File: src/rtl/flow_ctrl_pkg.sv
// Shared definitions for the flow-control supervisor: one-hot state
// encoding, default geometry and a small state-class helper.
package flow_ctrl_pkg;

    localparam int NUM_CH_DEF = 4;
    localparam int CNT_W_DEF  = 4;

    // One-hot encoding is visible on the 'state' port, so the values are fixed.
    typedef enum logic [4:0] {
        ST_RESET  = 5'b00001,
        ST_INIT   = 5'b00010,
        ST_IDLE   = 5'b00100,
        ST_ACTIVE = 5'b01000,
        ST_ERROR  = 5'b10000
    } fc_state_e;

    // True in the states where occupancy is supervised with hysteresis.
    function automatic logic is_supervising(input fc_state_e s);
        return (s == ST_IDLE) || (s == ST_ACTIVE);
    endfunction

    // True in the states where FIFO error pulses are recorded.
    function automatic logic records_errors(input fc_state_e s);
        return (s == ST_IDLE) || (s == ST_ACTIVE) || (s == ST_ERROR);
    endfunction

endpackage

File: src/rtl/flow_ctrl_fsm_pause_hyst.sv
// Per-channel hysteretic back-pressure bit. Force-one dominates, then the
// threshold comparison when enabled; with neither, the bit is driven low.
module pause_hyst
    import flow_ctrl_pkg::*;
#(
    parameter int CNT_W = CNT_W_DEF
) (
    input  logic             clk,
    input  logic             reset_L,
    input  logic [CNT_W-1:0] count,
    input  logic [CNT_W-1:0] alto,
    input  logic [CNT_W-1:0] bajo,
    input  logic             enable,
    input  logic             force_one,
    output logic             pause
);

    logic pause_r;
    logic pause_next_s;

    // Next pause value: set wins over clear when both thresholds are met.
    always_comb begin
        pause_next_s = 1'b0;
        if (force_one) begin
            pause_next_s = 1'b1;
        end else if (enable) begin
            if (count >= alto) begin
                pause_next_s = 1'b1;
            end else if (count <= bajo) begin
                pause_next_s = 1'b0;
            end else begin
                pause_next_s = pause_r;
            end
        end else begin
            pause_next_s = 1'b0;
        end
    end

    // Pause register, cleared asynchronously.
    always_ff @(posedge clk or negedge reset_L) begin
        if (!reset_L) begin
            pause_r <= 1'b0;
        end else begin
            pause_r <= pause_next_s;
        end
    end

    assign pause = pause_r;

endmodule

File: src/rtl/flow_ctrl_fsm.sv
// Transaction-layer flow-control supervisor: sequencing FSM, threshold
// latches, sticky per-channel error record and per-channel pause cells.
module flow_ctrl_fsm
    import flow_ctrl_pkg::*;
#(
    parameter int NUM_CH = NUM_CH_DEF,
    parameter int CNT_W  = CNT_W_DEF
) (
    input  logic                    clk,
    input  logic                    reset_L,
    input  logic                    init,
    input  logic [CNT_W-1:0]        umbral_alto_in,
    input  logic [CNT_W-1:0]        umbral_bajo_in,
    input  logic [NUM_CH*CNT_W-1:0] fifo_count,
    input  logic [NUM_CH-1:0]       fifo_err,
    output logic [CNT_W-1:0]        umbral_alto,
    output logic [CNT_W-1:0]        umbral_bajo,
    output logic [NUM_CH-1:0]       pause,
    output logic [NUM_CH-1:0]       error_out,
    output logic                    idle,
    output logic [4:0]              state
);

    fc_state_e         state_r;
    fc_state_e         state_next_s;
    logic              idle_r;
    logic [CNT_W-1:0]  alto_r;
    logic [CNT_W-1:0]  bajo_r;
    logic [CNT_W-1:0]  alto_next_s;
    logic [CNT_W-1:0]  bajo_next_s;
    logic [NUM_CH-1:0] error_r;
    logic [NUM_CH-1:0] error_next_s;
    logic              any_count_s;
    logic              any_err_s;
    logic              pause_en_s;
    logic              pause_force_s;

    // Reduce per-channel occupancy and error pulses to single flags.
    always_comb begin
        any_count_s = 1'b0;
        for (int i = 0; i < NUM_CH; i++) begin
            if (fifo_count[i*CNT_W +: CNT_W] != {CNT_W{1'b0}}) begin
                any_count_s = 1'b1;
            end else begin
                any_count_s = any_count_s;
            end
        end
        any_err_s = |fifo_err;
    end

    // Next-state logic; priority is init, then any error, then normal flow.
    always_comb begin
        state_next_s = ST_RESET;
        case (state_r)
            ST_RESET: begin
                state_next_s = ST_INIT;
            end
            ST_INIT: begin
                if (init) begin
                    state_next_s = ST_INIT;
                end else begin
                    state_next_s = ST_IDLE;
                end
            end
            ST_IDLE, ST_ACTIVE: begin
                if (init) begin
                    state_next_s = ST_INIT;
                end else if (any_err_s) begin
                    state_next_s = ST_ERROR;
                end else if (any_count_s) begin
                    state_next_s = ST_ACTIVE;
                end else begin
                    state_next_s = ST_IDLE;
                end
            end
            ST_ERROR: begin
                if (init) begin
                    state_next_s = ST_INIT;
                end else begin
                    state_next_s = ST_ERROR;
                end
            end
            default: begin
                state_next_s = ST_RESET;
            end
        endcase
    end

    // Threshold capture while in INIT; frozen in every other state.
    always_comb begin
        alto_next_s = alto_r;
        bajo_next_s = bajo_r;
        if (state_r == ST_INIT) begin
            alto_next_s = umbral_alto_in;
            bajo_next_s = umbral_bajo_in;
        end else begin
            alto_next_s = alto_r;
            bajo_next_s = bajo_r;
        end
    end

    // Sticky error record: cleared on entry to INIT (which also swallows a
    // simultaneous pulse), accumulated in IDLE/ACTIVE/ERROR.
    always_comb begin
        error_next_s = error_r;
        if ((state_next_s == ST_INIT) && (state_r != ST_INIT)) begin
            error_next_s = {NUM_CH{1'b0}};
        end else if (records_errors(state_r)) begin
            error_next_s = error_r | fifo_err;
        end else begin
            error_next_s = error_r;
        end
    end

    // State, idle flag, thresholds and error record registers.
    always_ff @(posedge clk or negedge reset_L) begin
        if (!reset_L) begin
            state_r <= ST_RESET;
            idle_r  <= 1'b0;
            alto_r  <= {CNT_W{1'b0}};
            bajo_r  <= {CNT_W{1'b0}};
            error_r <= {NUM_CH{1'b0}};
        end else begin
            state_r <= state_next_s;
            idle_r  <= (state_next_s == ST_IDLE);
            alto_r  <= alto_next_s;
            bajo_r  <= bajo_next_s;
            error_r <= error_next_s;
        end
    end

    // Pause qualification: hysteresis uses the present state, while all-ones
    // must appear on the same edge that the FSM enters ERROR.
    always_comb begin
        pause_en_s    = is_supervising(state_r);
        pause_force_s = (state_r == ST_ERROR) || (state_next_s == ST_ERROR);
    end

    for (genvar g = 0; g < NUM_CH; g++) begin : g_pause
        pause_hyst #(
            .CNT_W (CNT_W)
        ) u_pause (
            .clk       (clk),
            .reset_L   (reset_L),
            .count     (fifo_count[g*CNT_W +: CNT_W]),
            .alto      (alto_r),
            .bajo      (bajo_r),
            .enable    (pause_en_s),
            .force_one (pause_force_s),
            .pause     (pause[g])
        );
    end

    assign state       = state_r;
    assign idle        = idle_r;
    assign umbral_alto = alto_r;
    assign umbral_bajo = bajo_r;
    assign error_out   = error_r;

endmodule
File: config.mk
export PLATFORM = sky130hd
export DESIGN_NAME = flow_ctrl_fsm
export DESIGN_NICKNAME = d
export VERILOG_FILES = /design/src/rtl/flow_ctrl_pkg.sv /design/src/rtl/flow_ctrl_fsm_pause_hyst.sv /design/src/rtl/flow_ctrl_fsm.sv
export SDC_FILE = /design/constraint.sdc
export NUM_CORES = 1
export LEC_CHECK = 0
export CORE_MARGIN = 2
export CORE_UTILIZATION = 42
export CTS_CLUSTER_DIAMETER = 30
export DETAILED_ROUTE_END_ITERATION = 12
export PLACE_DENSITY = 0.87
export SLEW_MARGIN = 20
export SYNTH_ARGS = -nofsm -noshare
export SYNTH_HDL_FRONTEND = slang
export SYNTH_SLANG_ARGS = --single-unit
File: constraint.sdc
create_clock -name clk -period 1.8 [get_ports clk]
set_input_delay 0.36 -clock clk [delete_from_list [all_inputs] [get_ports clk]]
set_output_delay 0.36 -clock clk [all_outputs]
set_load 0.02 [all_outputs]
==> impl_metrics.yaml, run 1 <==
clocking:
  cts_hold_buf: 0
  ctsLongestPathBuffers: 2
  cts_setup_buffers: 0
  clkLatencyLatePin_ns: 0.26
  cts_root_buffer: "clkbuf_8"
  clk_pin_slew_ns: 0.08
  cts_max_level: 1
  clock-sinks: 22
  cts_buffers: 3
  cts_tree: "yes"
detailed_routing:
  wirelength_um: 4200
  viasPerCell: 5.35
  avgRoutedWirePerCell_um: 14.2
  ant_nets: 0
  vias: 1579
  drt_iter0_drc: 46
  drtPass1Iterations: 4
  drc: 0
logic_synthesis:
  ys_seq_area_frac: 0.333
  netlist_instances: 172
  synth_common_cells: "ha_1, a21oi_1, dfrtp_1"
  syn_area_mm2: 0.00166
  yosysMostFrequentCell: "ha_1"
  yosys.area.top_type: "dfrtp_1"
  ys.flop_type: "dfrtp_1"
  ys_types: 33
  synth_edf_count: 0
  postSynthAreaPerCell_um2: 9.64
  synth_area_leaders: "dfrtp_1, ha_1, a21oi_1"
  synth_top_area_frac: 0.317
  synth_nets: 235
  ys_ff_latch: 22
  ys_async_sr_fraction: 1.00
  yosys_warnings: 0
run:
  drv_cap: 0
final_layout:
  final_nets: 311
  multiInputGateArea_mm2: 0.00105
  fin_util: 0.662
  fillers: 300
  diodes: 0
  seq_area_um2: 552
  drive_above_1_share: 0.174
  fin_cells: 295
  syn2layout_area_growth_pct: 48.5
floorplan:
  die_y_um: 66.8
  initial_core_util: 0.446
  core_mm2: 0.00372
  pin_count: 53
  dieArea_mm2: 0.00447
  num_rows: 22
  die_w_um: 66.8
grt:
  antenna_found_initial: 0
  grt_first_pass_wirelength_um: 7100
  grt_pass1_vias: 1617
  grt_use_total: 0.207
  grt.overflow.total: 0
  grt_max_degree: 23
worst_setup_path:
  cp_slowest_cell: "or4_4"
  crit_required_ns: 1.95
  cp_cell_sequence: "clkdlybuf4s50_1, or4_4, nand2b_1, o22ai_1, and3b_2, nor2_1"
  worst_path_largest_cell_delay_ns: 0.55
  path_class: "input pin to flip-flop"
  crit_arrival_ns: 1.89
  path_max_fanout: 4
  r2r_cells: 4
  cp-start-kind: "input pin"
  endpoint_kind: "flip-flop"
timing:
  maxSlewHeadroom: 0.762
  finalHoldViolCount: 0
  setup_viol: 0
  min_period_ns: 1.74
  worstMarginPinSlew_ns: 0.355
  maxSlewViolCount: 0
  fin_ws_ns: 0.0581
  finalClockSkew_ns: 0.00485
  holdWs_ns: 0.458
  rsz0062_at_grt: "yes"
  finalCritPeriodShare: 0.968
  fmax_mhz: 574
placed_design:
  hpwl_um: 3390
  place_inst: 291
  place_congestion: 0.868
  io_buffers: 52
  detailedPlace.worstSlack_ns: -0.264
power_and_ir_drop:
  peakVddDrop_mv: 1.06
  power_w: 0.00312
  power_density_mw_per_mm2: 1270
  p_leak_nw: 1.15
status:
  status: "finished clean"
hold_path:
  hold_class: "input pin to async pin"
==> critical path: cells and delay by family <==
kind	cells	cell delay (ns)
and+or+nand+nor	4	1.00
AOI/OAI and AO/OA	1	0.10
buffers and inverters	1	0.42
==> through the flow <==
| stage | setup TNS [ns] | instance area [um^2] |
|---|---|---|
| after floorplan | 0 | 1660 |
| after global placement | -2.15 | 2390 |
| after detailed placement | -2.41 | 2390 |
| after CTS | 0 | 2430 |
| after global routing | -0.00758 | 2460 |
| final | 0 | 2460 |
==> layout by cell type (no fill, tap or decap), types with 2 or more instances in the layout <==
cell type	netlist	routed
or4_4	1	2
nand4_1	5	5
nor2b_1	6	6
clkdlybuf4s50_1	0	49
ha_1	32	32
o21ai_1	4	5
nor3b_1	2	2
nand2_1	5	5
buf_4	4	25
clkbuf_8	0	3
dlymetal6s2s_1	0	3
mux2_2	8	8
o21ai_0	9	8
inv_1	10	10
nand2b_1	9	9
a21oi_1	23	22
nand3_1	4	4
nand3b_1	2	2
nor2_1	6	6
dfrtp_1	21	21
nor4_1	5	4
==> per-layer routing <==
layer  vias to the layer above  routed length, um  track usage
li1                        779                  -            -
met1                       735               1830        0.268
met2                        57               2000        0.338
met3                         8                318       0.0541
met4                         0                 51       0.0663
met5                         -                  0            0
==> power by group <==
part	switching [W]	total, W	internal, W
Clock	0.000148	0.000306	0.000157
Combinational	0.00101	0.00199	0.000976
Sequential	0.000155	0.000825	0.000671
==> layout make-up <==
class | instances | share of cell area
Tap cell | 48 | 0.0244
Timing Repair Buffer | 77 | 0.291
Multi-Input combinational cell | 134 | 0.427
Clock buffer | 4 | 0.0183
Inverter | 10 | 0.0153
Sequential cell | 22 | 0.224
==> path summary, 6_finish.rpt <==
check                              from                        to  slack [ns]
setup / recovery            fifo_err[0]              error_out[3]        0.06
hold / removal                  reset_L  g_pause[2].u_pause.pause        0.46
setup reg to reg               state[2]                      idle        0.17
hold reg to reg            error_out[1]              error_out[1]        0.50
max in group asynchronous       reset_L                  state[0]        1.06
min in group clk           error_out[1]              error_out[1]        0.50
==> cells by family after synthesis <==
| family | after synthesis | share of synthesized area |
|---|---|---|
| AND/OR/NAND/NOR | 50 | 0.178 |
| XOR/XNOR | 2 | 0.0106 |
| AO/OA/AOI/OAI | 41 | 0.131 |
| adder cells (fa/ha/maj) | 32 | 0.242 |
| multiplexers | 9 | 0.0604 |
| flip-flops | 22 | 0.333 |
| buffers and inverters | 16 | 0.0453 |
==> state kept, by name, summed over array words and instances, names as in the netlist <==
register	flops
state	5
idle	1
error_out	4
umbral_bajo	4
g_pause.u_pause.pause	4
umbral_alto	4
==> timing repair <==
action,CTS,global route
hold endpoints to repair,0,0
setup endpoints to repair,0,13
gates resized for setup,0,9
No activity file was read; power rests on OpenSTA's default activity.
==> run 2, diff against run 1 <==
Settings changed: HOLD_SLACK_MARGIN set to 0.1.
==> results of run 2 <==
No change in the layout: final DEF, timing and power equal those of run 1.
==> variant, RTL diff (config.mk and constraints of run 2) <==
Put one more register stage on the output `error_out`. The value now appears one clock later. The other outputs are not delayed to match.
--- a/src/rtl/flow_ctrl_fsm.sv
+++ b/src/rtl/flow_ctrl_fsm.sv
@@ -155,6 +155,8 @@
     assign idle        = idle_r;
     assign umbral_alto = alto_r;
     assign umbral_bajo = bajo_r;
-    assign error_out   = error_r;
+    always_ff @(posedge clk) begin
+        error_out <= error_r;
+    end
 
 endmodule
Function: changed (a bounded check fails within 4 cycles, from zero or initial values and one cycle with reset_L low).
==> variant against run 2 <==
- critical path type is now reg -> out
- design area grew 4.5%
- wire length grew 6.1%
- worst setup slack worse by 0.024 ns
- largest power group unchanged
- sequential cell count is 4 higher
- die area is 4.5% higher
- count of clock-buffer cells in the layout down 1
- area after synthesis grew 4.8%
- utilization shrank 1.9 points
- global-route usage shrank 0.69 points
- total power rose by 9.8%
- register-to-register slack worse by 0.09 ns
- largest cell class unchanged
==> variant: results (changes against run 2) <==
Clocking
  • Clock Latency Late Sink: 0.27 ns
  • Post-CTS Setup Inserts: 0 (unchanged)
  • Worst-path clk slew: 0.09 ns
  • TritonCTS Buffers: 3 (unchanged)
  • Clk buf depth: 2 (unchanged)
  • H-tree depth: 1 (unchanged)
  • CTS root buf: clkbuf_8

Yosys
  • Dominant cells by area after synthesis: dfrtp_1, ha_1, a21oi_1
  • Mapped Cells: 176 (+2.3%)
  • Register area share after synthesis: 0.364 (+0.0307)
  • Fraction of registers with async set/reset: 0.846 (-0.154)
  • Top FF cell, synth: dfrtp_1
  • Number of synthesis warnings: 0 (unchanged)
  • Syn Nets: 239 (+1.7%)
  • Commonest cells post-synth: ha_1, a21oi_1, dfrtp_1, inv_1
  • Yosys cell types: 34 (+3.0%)

Routing
  • WL met3: 210 um (-34%)
  • Uppermost layer routed: met4
  • WL/cell: 14.8 um (+4.0%)
  • Initial DRC Count: 88 (+91%)
  • Metal2 WL: 2190 um (+9.1%)
  • Met1 wire length: 1960 um (+6.9%)
  • Final wirelength: 4460 um (+6.1%)
  • DRT Pass-1 Iters: 4 (unchanged)
  • Vias post-DR: 1597 (+1.1%)

Critical path
  • Crit Path Max Fanout: 6 (+2)
  • Crit-path slowest cell: clkdlybuf4s50_1
  • CP delay by family, top: buffers and inverters
  • CP peak stage delay: 0.60 ns (+0.05 ns)
  • Critical Path AT: 1.41 ns (-0.48 ns)

Final layout
  • Share of layout cells above drive strength 1: 0.183 (+0.00918)
  • Filler cells: 319 (+6.3%)
  • Ant. Diodes: 0 (unchanged)
  • Final nets: 315 (+1.3%)
  • Max FFs per register: 5 (unchanged)

Power and ir drop
  • P_leak: 1.19 nW (+3.4%)
  • Maximum VDD drop: 1120 uV (+5.5%)

Run status
  • Status: complete, no violations

Place
  • Placed cells: 297 (+2.1%)
  • Pre-CTS WS: -0.295 ns (-0.0302 ns)
  • Gpl congestion: 0.852 (-1.8%)
  • Hpwl dp: 3520 um (+3.7%)
  • Port bufs: 52 (unchanged)

Hold path
  • Worst min path class: reg -> reg

Global route
  • Vias in the first global route: 1517 (-6.2%)
  • Global-route wire length before repair: 6830 um (-3.8%)
  • GRT Resource Usage Total: 0.201 (-0.00687)
  • Remaining Overflow, GRT: 0 (unchanged)
  • Largest net degree at the start of global routing: 23 (unchanged)
  • GRT met1 Usage: 0.264 (-0.00381)
  • Initial antenna violation count: 0 (unchanged)
  • Met3 Resource Use GR: 0.0230 (-0.0310)
  • Global routing usage on met2: 0.337 (about the same)

STA
  • Worst-Margin Slew: 0.404 ns (+0.0491 ns)
  • Layout Skew: 0.00592 ns (+0.00107 ns)
## variant: changes by cell type after synthesis
cell	run 2	this run
dfxtp_1	0	4
## variant: power by group
group          internal [mW]  switching (mW)  total (mW)
Sequential             0.788           0.168       0.957
Clock                  0.297           0.177       0.475
Combinational          0.979            1.02        1.99
Total                   2.06            1.36        3.43
## variant: cells by family (layout without fill, tap and decap cells)
family / count (synthesis) / in the layout / share of synthesized area
and+or+nand+nor: 50 / 50 / 0.170
AOI/OAI and AO/OA: 41 / 41 / 0.125
adders and majority gates: 32 / 32 / 0.230
DFF: 26 / 26 / 0.364
buffers and inverters: 16 / 91 / 0.0432
muxes: 9 / 9 / 0.0576
xor gates and xnor gates: 2 / 2 / 0.0101
## variant: layout make-up
cell class,instances,area (um2),share of cell area
inverter,10,37.5,0.0146
sequential,26,633,0.246
clock inverter,1,30.0,0.0117
clock buffer,3,41.3,0.0161
timing repair buffer,77,709,0.276
tap,50,62.6,0.0243
multi-input combinational,134,1060,0.411
## variant: path summary, 6_finish.rpt
| kind | slack, ns | end | cells after the start | startpoint |
|---|---|---|---|---|
| max | 0.03 | state[3] | 2 | state[3] |
| min | 0.38 | error_out[3] | 0 | error_r[3] |
| max reg2reg | 0.08 | idle | 4 | state[3] |
| min reg2reg | 0.38 | error_out[3] | 0 | error_r[3] |
| max in group asynchronous | 1.08 | state[0] | 2 | reset_L |
| min in group asynchronous | 0.45 | state[3] | 2 | reset_L |
## variant: what timing repair did
action                     4_1_cts  5_1_grt
setup endpoints to repair        5        8
gates resized for setup          2        8
hold endpoints to repair         0        0
cloned                           0        0
## variant: through the flow
step / cell area, um2 / setup TNS (ns)
after detailed placement: 2470 / -2.36
after global placement: 2470 / -1.98
after global routing: 2570 / -0.00724
final: 2570 / 0
after floorplan: 1740 / 0
after CTS: 2540 / 0
